`src/rtl/fft_frame_sequencer.sv`:
```
// fft_frame_sequencer
// Waits for a rising edge on a source FIFO full flag and then streams NUM_CH frames of
// FRAME_LEN samples from the show-ahead FIFO into an Avalon-ST FFT sink. An optional idle
// delay comes before the first frame, and optional idle gaps come between frames.
//
// Ports
//   clk, rst         : rising-edge clock and synchronous active-high reset
//   fifo_full        : source FIFO full flag; its rising edge is the trigger
//   fifo_empty       : source FIFO empty flag
//   fifo_q           : show-ahead FIFO head word
//   fifo_rdreq       : FIFO pop; asserted only on an accepted sink transfer
//   sink_ready       : FFT core backpressure
//   sink_valid/sop/eop, sink_data, sink_channel : Avalon-ST framing to the FFT core
//   busy             : high whenever the sequencer is not idle
//   frame_done       : one-cycle pulse after the last channel's eop transfer
//   underrun         : sticky; the FIFO ran empty while streaming
//   trig_lost        : sticky; a trigger arrived while busy
module fft_frame_sequencer #(
    parameter int unsigned FRAME_LEN   = 512,
    parameter int unsigned NUM_CH      = 1,
    parameter int unsigned START_DELAY = 0,
    parameter int unsigned GAP_CYC     = 0,
    parameter int unsigned DATA_W      = 16,
    localparam int unsigned CH_W       = (NUM_CH > 1) ? $clog2(NUM_CH) : 1
) (
    input  logic              clk,
    input  logic              rst,
    input  logic              fifo_full,
    input  logic              fifo_empty,
    input  logic [DATA_W-1:0] fifo_q,
    output logic              fifo_rdreq,
    input  logic              sink_ready,
    output logic              sink_valid,
    output logic              sink_sop,
    output logic              sink_eop,
    output logic [DATA_W-1:0] sink_data,
    output logic [CH_W-1:0]   sink_channel,
    output logic              busy,
    output logic              frame_done,
    output logic              underrun,
    output logic              trig_lost
);

    localparam int unsigned IDX_W = $clog2(FRAME_LEN);
    localparam int unsigned CNT_W = 10;

    localparam logic [IDX_W-1:0] IdxLast   = IDX_W'(FRAME_LEN - 1);
    localparam logic [CH_W-1:0]  ChLast    = CH_W'(NUM_CH - 1);
    localparam logic [CNT_W-1:0] DelayLast = (START_DELAY > 0) ? CNT_W'(START_DELAY - 1) : '0;
    localparam logic [CNT_W-1:0] GapLast   = (GAP_CYC > 0) ? CNT_W'(GAP_CYC - 1) : '0;

    typedef enum logic [1:0] {StIdle, StDelay, StStream, StGap} state_e;

    state_e           state_q, state_d;
    logic [IDX_W-1:0] idx_q, idx_d;
    logic [CH_W-1:0]  ch_q, ch_d;
    logic [CNT_W-1:0] cnt_q, cnt_d;
    logic             full_q;
    logic             done_q, done_d;
    logic             underrun_q, underrun_d;
    logic             trig_lost_q, trig_lost_d;
    logic             trigger;
    logic             xfer;

    // full_q resets high so a FIFO already full at reset release is not a trigger.
    assign trigger = fifo_full & ~full_q;

    assign sink_valid   = (state_q == StStream) & ~fifo_empty;
    assign xfer         = sink_valid & sink_ready;
    assign fifo_rdreq   = xfer;
    assign sink_data    = fifo_q;
    assign sink_sop     = sink_valid & (idx_q == '0);
    assign sink_eop     = sink_valid & (idx_q == IdxLast);
    assign sink_channel = ch_q;
    assign busy         = (state_q != StIdle);
    assign frame_done   = done_q;
    assign underrun     = underrun_q;
    assign trig_lost    = trig_lost_q;

    always_comb begin
        state_d     = state_q;
        idx_d       = idx_q;
        ch_d        = ch_q;
        cnt_d       = cnt_q;
        done_d      = 1'b0;
        underrun_d  = underrun_q;
        trig_lost_d = trig_lost_q;

        if (trigger && (state_q != StIdle)) begin
            trig_lost_d = 1'b1;
        end

        unique case (state_q)
            StIdle: begin
                if (trigger) begin
                    underrun_d  = 1'b0;
                    trig_lost_d = 1'b0;
                    ch_d        = '0;
                    idx_d       = '0;
                    cnt_d       = '0;
                    if (START_DELAY > 0) begin
                        state_d = StDelay;
                    end else begin
                        state_d = StStream;
                    end
                end
            end
            StDelay: begin
                if (cnt_q == DelayLast) begin
                    state_d = StStream;
                    idx_d   = '0;
                end else begin
                    cnt_d = cnt_q + 1'b1;
                end
            end
            StStream: begin
                if (fifo_empty) begin
                    underrun_d = 1'b1;
                end
                if (xfer) begin
                    if (idx_q == IdxLast) begin
                        idx_d = '0;
                        if (ch_q == ChLast) begin
                            state_d = StIdle;
                            done_d  = 1'b1;
                        end else begin
                            ch_d  = ch_q + 1'b1;
                            cnt_d = '0;
                            if (GAP_CYC > 0) begin
                                state_d = StGap;
                            end else begin
                                state_d = StStream;
                            end
                        end
                    end else begin
                        idx_d = idx_q + 1'b1;
                    end
                end
            end
            StGap: begin
                if (cnt_q == GapLast) begin
                    state_d = StStream;
                    idx_d   = '0;
                end else begin
                    cnt_d = cnt_q + 1'b1;
                end
            end
            default: state_d = StIdle;
        endcase
    end

    always_ff @(posedge clk) begin
        if (rst) begin
            state_q     <= StIdle;
            idx_q       <= '0;
            ch_q        <= '0;
            cnt_q       <= '0;
            full_q      <= 1'b1;
            done_q      <= 1'b0;
            underrun_q  <= 1'b0;
            trig_lost_q <= 1'b0;
        end else begin
            state_q     <= state_d;
            idx_q       <= idx_d;
            ch_q        <= ch_d;
            cnt_q       <= cnt_d;
            full_q      <= fifo_full;
            done_q      <= done_d;
            underrun_q  <= underrun_d;
            trig_lost_q <= trig_lost_d;
        end
    end

endmodule
```
`config.mk`:
```
export PLATFORM = sky130hd
export DESIGN_NAME = fft_frame_sequencer
export DESIGN_NICKNAME = d
export VERILOG_FILES = /design/src/rtl/fft_frame_sequencer.sv
export SDC_FILE = /design/constraint.sdc
export NUM_CORES = 1
export LEC_CHECK = 0
export BUFFER_PORTS_ARGS = -buffer_cell sky130_fd_sc_hd__buf_2
export CAP_MARGIN = 20
export CORE_ASPECT_RATIO = 1.2
export CORE_UTILIZATION = 30
export CTS_CLUSTER_DIAMETER = 100
export DETAILED_ROUTE_END_ITERATION = 10
export HOLD_SLACK_MARGIN = 0.08
export PLACE_DENSITY_LB_ADDON = 0.05
export SLEW_MARGIN = 30
export SYNTH_ARGS = -nofsm -noshare
export SYNTH_HDL_FRONTEND = slang
export SYNTH_SLANG_ARGS = --single-unit
```
`constraint.sdc`:
```
create_clock -name clk -period 1.9 [get_ports clk]
set_clock_uncertainty 0.1 [all_clocks]
set_input_delay 0.19 -clock clk [delete_from_list [all_inputs] [get_ports clk]]
set_output_delay 0.19 -clock clk [all_outputs]
set_load 0.01 [all_outputs]
```
Word level (Yosys, flattened, before mapping)
Index checks and enable logic that the tools add are counted.
{ "classes": {"add_sub_neg": 3, "mul": 0, "n_div": 0, "n_lt_le_gt_ge": 0, "eq_ne": 11, "shift": 0, "mux": 28, "bitwise": 10, "reduce_logical": 13} }
{ "op_table": {"columns": ["op", "count"], "rows": [
  ["$mux 10", 5],
  ["$mux 9", 4],
  ["$pmux 10 s3", 1],
  ["$pmux 9 s3", 1],
  ["$add 10x1->10 const B", 1],
  ["$logic_not 10->1", 1],
  ["$mux 2", 5],
  ["$ne 2x2->1 const B", 5],
  ["$add 9x1->9 const B", 1],
  ["$eq 9x9->1 const B", 1],
  ["$logic_not 9->1", 1],
  ["$mux 1", 9],
  ["$reduce_and 4->1", 2],
  ["$pmux 2 s3", 1],
  ["$reduce_and 3->1", 2],
  ["$and 1x1->1", 5],
  ["$not 1->1", 5],
  ["$reduce_and 5->1", 1],
  ["$eq 2x2->1 const B", 2],
  ["$ne 2x1->1 const B", 2],
  ["$pmux 1 s2", 2],
  ["$reduce_bool 2->1", 2],
  ["$reduce_or 4->1", 1],
  ["$eq 2x1->1 const B", 1],
  ["4 further kinds", 4]
]} }
{ "totals": {"reg_bits": 26, "latch_bits": 0, "ramBits": 0, "mem_bits_ro": 0, "in_bits": 21, "out_inout_bits": 25, "word_cells": 73, "n_memories": 0} }

Longest topological paths before layout
{ "depth": {"depth_word": 6, "mapped_depth": 7, "mapped_depth_nobuf": 7} }

Least setup slack after synthesis
Ideal clock, no wire load.
{ "synth_path": {"path_type": "register to register", "startpoint": "register idx_q[0]", "endpoint": "register idx_q[6]", "setup_ns": 0.057, "t_arrival_ns": 1.450, "required_time_ns": 1.743, "setup_slack_ns": 0.294, "stages_incl_launch_ff": 7, "path_buffers": 0, "synth_period_minus_slack_ns": 1.606, "cell_sequence": "dfxtp_1 > ha_1 > nand3_1 > nor2_1 > ha_1 > a211o_1 > o21ba_2"} }
{ "synth_between": {"elab_chain_len": 4, "elab_cells_between_ends": 5, "classes_between": "1 x add/sub; 1 x eq/ne; 3 x mux"} }
{ "synth_lines": {"columns": ["element", "line_no", "text"], "rows": [
  ["start, declared", "55", "logic [IDX_W-1:0] idx_q, idx_d;"],
  ["start signal, assigned", "164", "idx_q <= idx_d;"],
  ["$add 9x1->9 or $eq 9x9->1 (tied branches)", "136, 121", null],
  ["$mux 9 *", "121", "if (idx_q == IdxLast) begin"],
  ["$mux 9 *", "120", "if (xfer) begin"],
  ["$pmux 9 s3 *", "93", "unique case (state_q)"]
]} }
Mark *: on every way between the ends. The rest lies on a longest branch, timed or not. The select of a mux whose other input is x is not followed.
A chain may end at the register's enable or synchronous reset.

Worst setup path in the final report
{ "layout_path": {"startpoint": "register idx_q[1]", "endpoint": "output sink_eop"} }
{ "layout_between": {"elab_chain_len": 2} }
{ "layout_lines": {"columns": ["element", "line_no", "text"], "rows": [
  ["$eq 9x9->1", "73", "assign sink_eop = sink_valid & (idx_q == IdxLast);"],
  ["$and 1x1->1", "73", null],
  ["end, declared", "35", "output logic sink_eop,"]
]} }
No other way between the ends.

==> impl_metrics.json <==
{
  "finalWirelength_mm": 1.72,
  "crit_family": "adder cells",
  "route.detailed.vias_per_inst": 5.11,
  "global_route.usage.total_pct": 13.9,
  "vdd_ir_drop_max_uv": 356,
  "worstPathArrival_ps": 1460,
  "finalSetupViolCount": 0,
  "synth-seq-area-share_pct": 34.6,
  "proportion_of_layout_cells_with_a_drive_suffix_above_1_pct": 28.3,
  "synth_top_flop_cell": "sky130_fd_sc_hd__dfxtp_1",
  "cp_data_required_time_ps": 1610,
  "gp_congestion": 0.713,
  "synthMostInstantiatedCell": "sky130_fd_sc_hd__buf_4",
  "m1_wire_length_um": 713,
  "synth_mux_area_share_pct": 1.24,
  "post_synthesis_async_set_or_reset_flop_share_pct": 0,
  "startpoint_type": "flip-flop",
  "fillCellCount": 305,
  "die_area_um2": 2910,
  "via_count": 674,
  "metal3_wl_um": 104,
  "final_count_of_hold_timing_violations": 0,
  "port_buffers": 12,
  "cts_root_buffer": "sky130_fd_sc_hd__clkbuf_4",
  "core_area_um2": 2550,
  "clockBufferDepth": 2,
  "synthesis.nets": 119,
  "synth-compound-area-share_pct": 14.5,
  "clkLatencyLatePin_ps": 300,
  "synth_seq_cells": 14,
  "syn_area_um2": 810,
  "share_of_the_synthesized_area_in_the_top_cell_type_pct": 34.6,
  "grt_overflow_total": 0,
  "initial_utilization_pct": 31.7,
  "crit_chain": "ha_1 -> nand3_1 -> nor2_1 -> ha_2 -> and2_1 -> buf_2",
  "num_rows": 20,
  "grt_antenna_before_repair": 0,
  "worst-path-max-fanout": 4,
  "residual_drc": 0,
  "drv.max_cap_violation_count": 0,
  "most_area_hungry_cell_type_in_the_yosys_netlist": "sky130_fd_sc_hd__dfxtp_1",
  "length_of_routed_met2_wiring_um": 834,
  "fp.dieH_um": 58.9,
  "grt_first_pass_wirelength_mm": 2.98,
  "nNetsFinal": 124,
  "cp_slowest_cell": "sky130_fd_sc_hd__dfxtp_2",
  "io_pins": 46,
  "die_w_um": 49.4,
  "critPathMaxStageDelay_ps": 360,
  "fmaxAchievable_ghz": 0.570,
  "initial_drt_markers": 12,
  "timing.critical_path.to_type": "primary output",
  "result_of_the_run": "finished, final reports clean",
  "cts_inserted_buffers": 3,
  "grt_pass1_vias": 667,
  "cp_num_buf_inv": 1,
  "ys_top_cells_by_area": "sky130_fd_sc_hd__dfxtp_1 35%, sky130_fd_sc_hd__buf_4 16%, sky130_fd_sc_hd__a21oi_1 4.9%",
  "post-route-period-util_pct": 92.3,
  "route.top_layer_used": "met4",
  "dpl.hpwl_mm": 1.25,
  "synth_top_family_by_area": "simple AND/OR/NAND/NOR gates",
  "hold_path_class": "in -> reg",
  "clock_sinks": 14,
  "leakage_nw": 0.349,
  "placement.cell_area_um2": 791,
  "cellPowerDensity_nw_per_um2": 652,
  "unrepaired_setup_endpoints_after_global_routing": "false",
  "diodes_inserted": 0,
  "finalInstanceArea_um2": 867,
  "wl_per_cell_um": 13.0,
  "cts_htree_levels": 1,
  "ys_warn_count": 0,
  "synth-adder-area-share_pct": 4.64,
  "final.setup.tns_ps": 0,
  "synth_enable_flop_cells": 0,
  "syn_area_per_cell_um2": 8.52,
  "layout_min_cycle_time_ps": 1750,
  "final-max-slew-violation-count": 0,
  "tritoncts": "done",
  "worst-setup-path-type": "reg -> out",
  "syn-instance-count": 95,
  "layout-area-overhead-vs-synth_pct": 7.11,
  "grt_start_max_net_pins": 17,
  "synth.cells.most_frequent": "17 x sky130_fd_sc_hd__buf_4, 14 x sky130_fd_sc_hd__dfxtp_1, 8 x sky130_fd_sc_hd__a21oi_1",
  "cts.reportedPaths.clkPinSlew_ps": 90,
  "antenna_violating_nets_post_route": 0,
  "ys_types": 32,
  "xor_xnor_share_of_the_synthesized_area_pct": 0,
  "drt_pass1_iterations": 4,
  "simple_gate_fraction_of_synth_area_pct": 25.5
}
## cells in the final DEF, fill, tap and decap left out, drive strengths merged
cell type,synthesis,routed
mux2i,1,1
ha,3,3
dlygate4sd3,0,2
buf,18,17
or2,1,1
nor2b,2,2
a211o,1,1
nor4b,1,1
nand4,1,1
a211oi,2,2
and2,1,1
nand3,5,5
and3,1,1
nand2,7,7
o31a,1,1
or3,2,2
nor3b,2,2
conb,1,1
a21oi,8,8
clkbuf,1,4
inv,3,3
o21ai,4,4
dfxtp,14,14
nor4,2,2
o31ai,2,2
nor2,5,5
or4,2,2
nand2b,1,1
o21ba,1,1
nand3b,2,2
## cells by family (layout without fill, tap and decap cells)
family	after synthesis	count (layout)
and+or+nand+nor	35	35
buffers and inverters	22	26
AOI/OAI and AO/OA	19	19
DFF	14	14
adders and majority gates	3	3
other	1	1
muxes	1	1
## what timing repair did
action                                 4_1_cts  5_1_grt
buffers inserted                             0        2
hold buffers                                 2        0
setup endpoints to repair                    0        1
endpoints found under the hold margin        7        0
gates resized for setup                      0        3
## layer usage
metal  track usage (%)  up-vias
li1                  -      322
met1              14.5      316
met2              24.1       25
met3              2.84       11
met4              11.4        0
met5                 0        -
## worst min-delay path: stages
cell,delay (ps)
sky130_fd_sc_hd__buf_2,100
sky130_fd_sc_hd__o21ai_0,70
sky130_fd_sc_hd__a21oi_1,110
## worst paths after layout
| kind | from | to | slack [ps] | cells after the start |
|---|---|---|---|---|
| max | idx_q[1]$_SDFFE_PP0P_ | sink_eop | 150 | 6 |
| min | fifo_empty | underrun$_SDFFE_PP0P_ | 100 | 3 |
| max reg2reg | idx_q[0]$_SDFFE_PP0P_ | idx_q[6]$_SDFFE_PP0P_ | 260 | 6 |
| min reg2reg | idx_q[0]$_SDFFE_PP0P_ | idx_q[0]$_SDFFE_PP0P_ | 380 | 2 |
## metrics by stage
| stage | worst slack [ps] | util, % | hold slack, ps | total power, mW | cells |
|---|---|---|---|---|---|
| after floorplan | 294 | - | 197 | 0.365 | 95 |
| after global placement | 218 | 31.0 | 280 | 0.343 | 124 |
| after detailed placement | 210 | 31.0 | 280 | 0.343 | 124 |
| after CTS | 10.6 | 33.2 | 100 | 0.577 | 130 |
| after global routing | 3.01 | 34.0 | 140 | 0.590 | 132 |
| final | 145 | 34.0 | 102 | 0.566 | 132 |
## flip-flops by register name, indices dropped and copies added (netlist names), named ones only
name / count
full_q: 1
state_q: 1
frame_done: 1
idx_q: 9
underrun: 1
## report_power, final
| group | total [mW] | leakage [nW] | internal, mW | switching [mW] |
|---|---|---|---|---|
| clock network | 0.227 | 0.0210 | 0.117 | 0.110 |
| registers | 0.301 | 0.114 | 0.297 | 0.00400 |
| logic | 0.0373 | 0.214 | 0.0174 | 0.0199 |
| total | 0.566 | 0.349 | 0.432 | 0.134 |
## area by class of cell
type	count	area [um2]	area share [%]
Clock buffer	4	36.3	4.18
Inverter	3	11.3	1.30
Multi-Input combinational cell	59	378	43.6
Sequential cell	14	283	32.6
Tap cell	33	41.3	4.76
Timing Repair Buffer	19	118	13.6
Note: power is estimated with default switching activity, not from simulation.
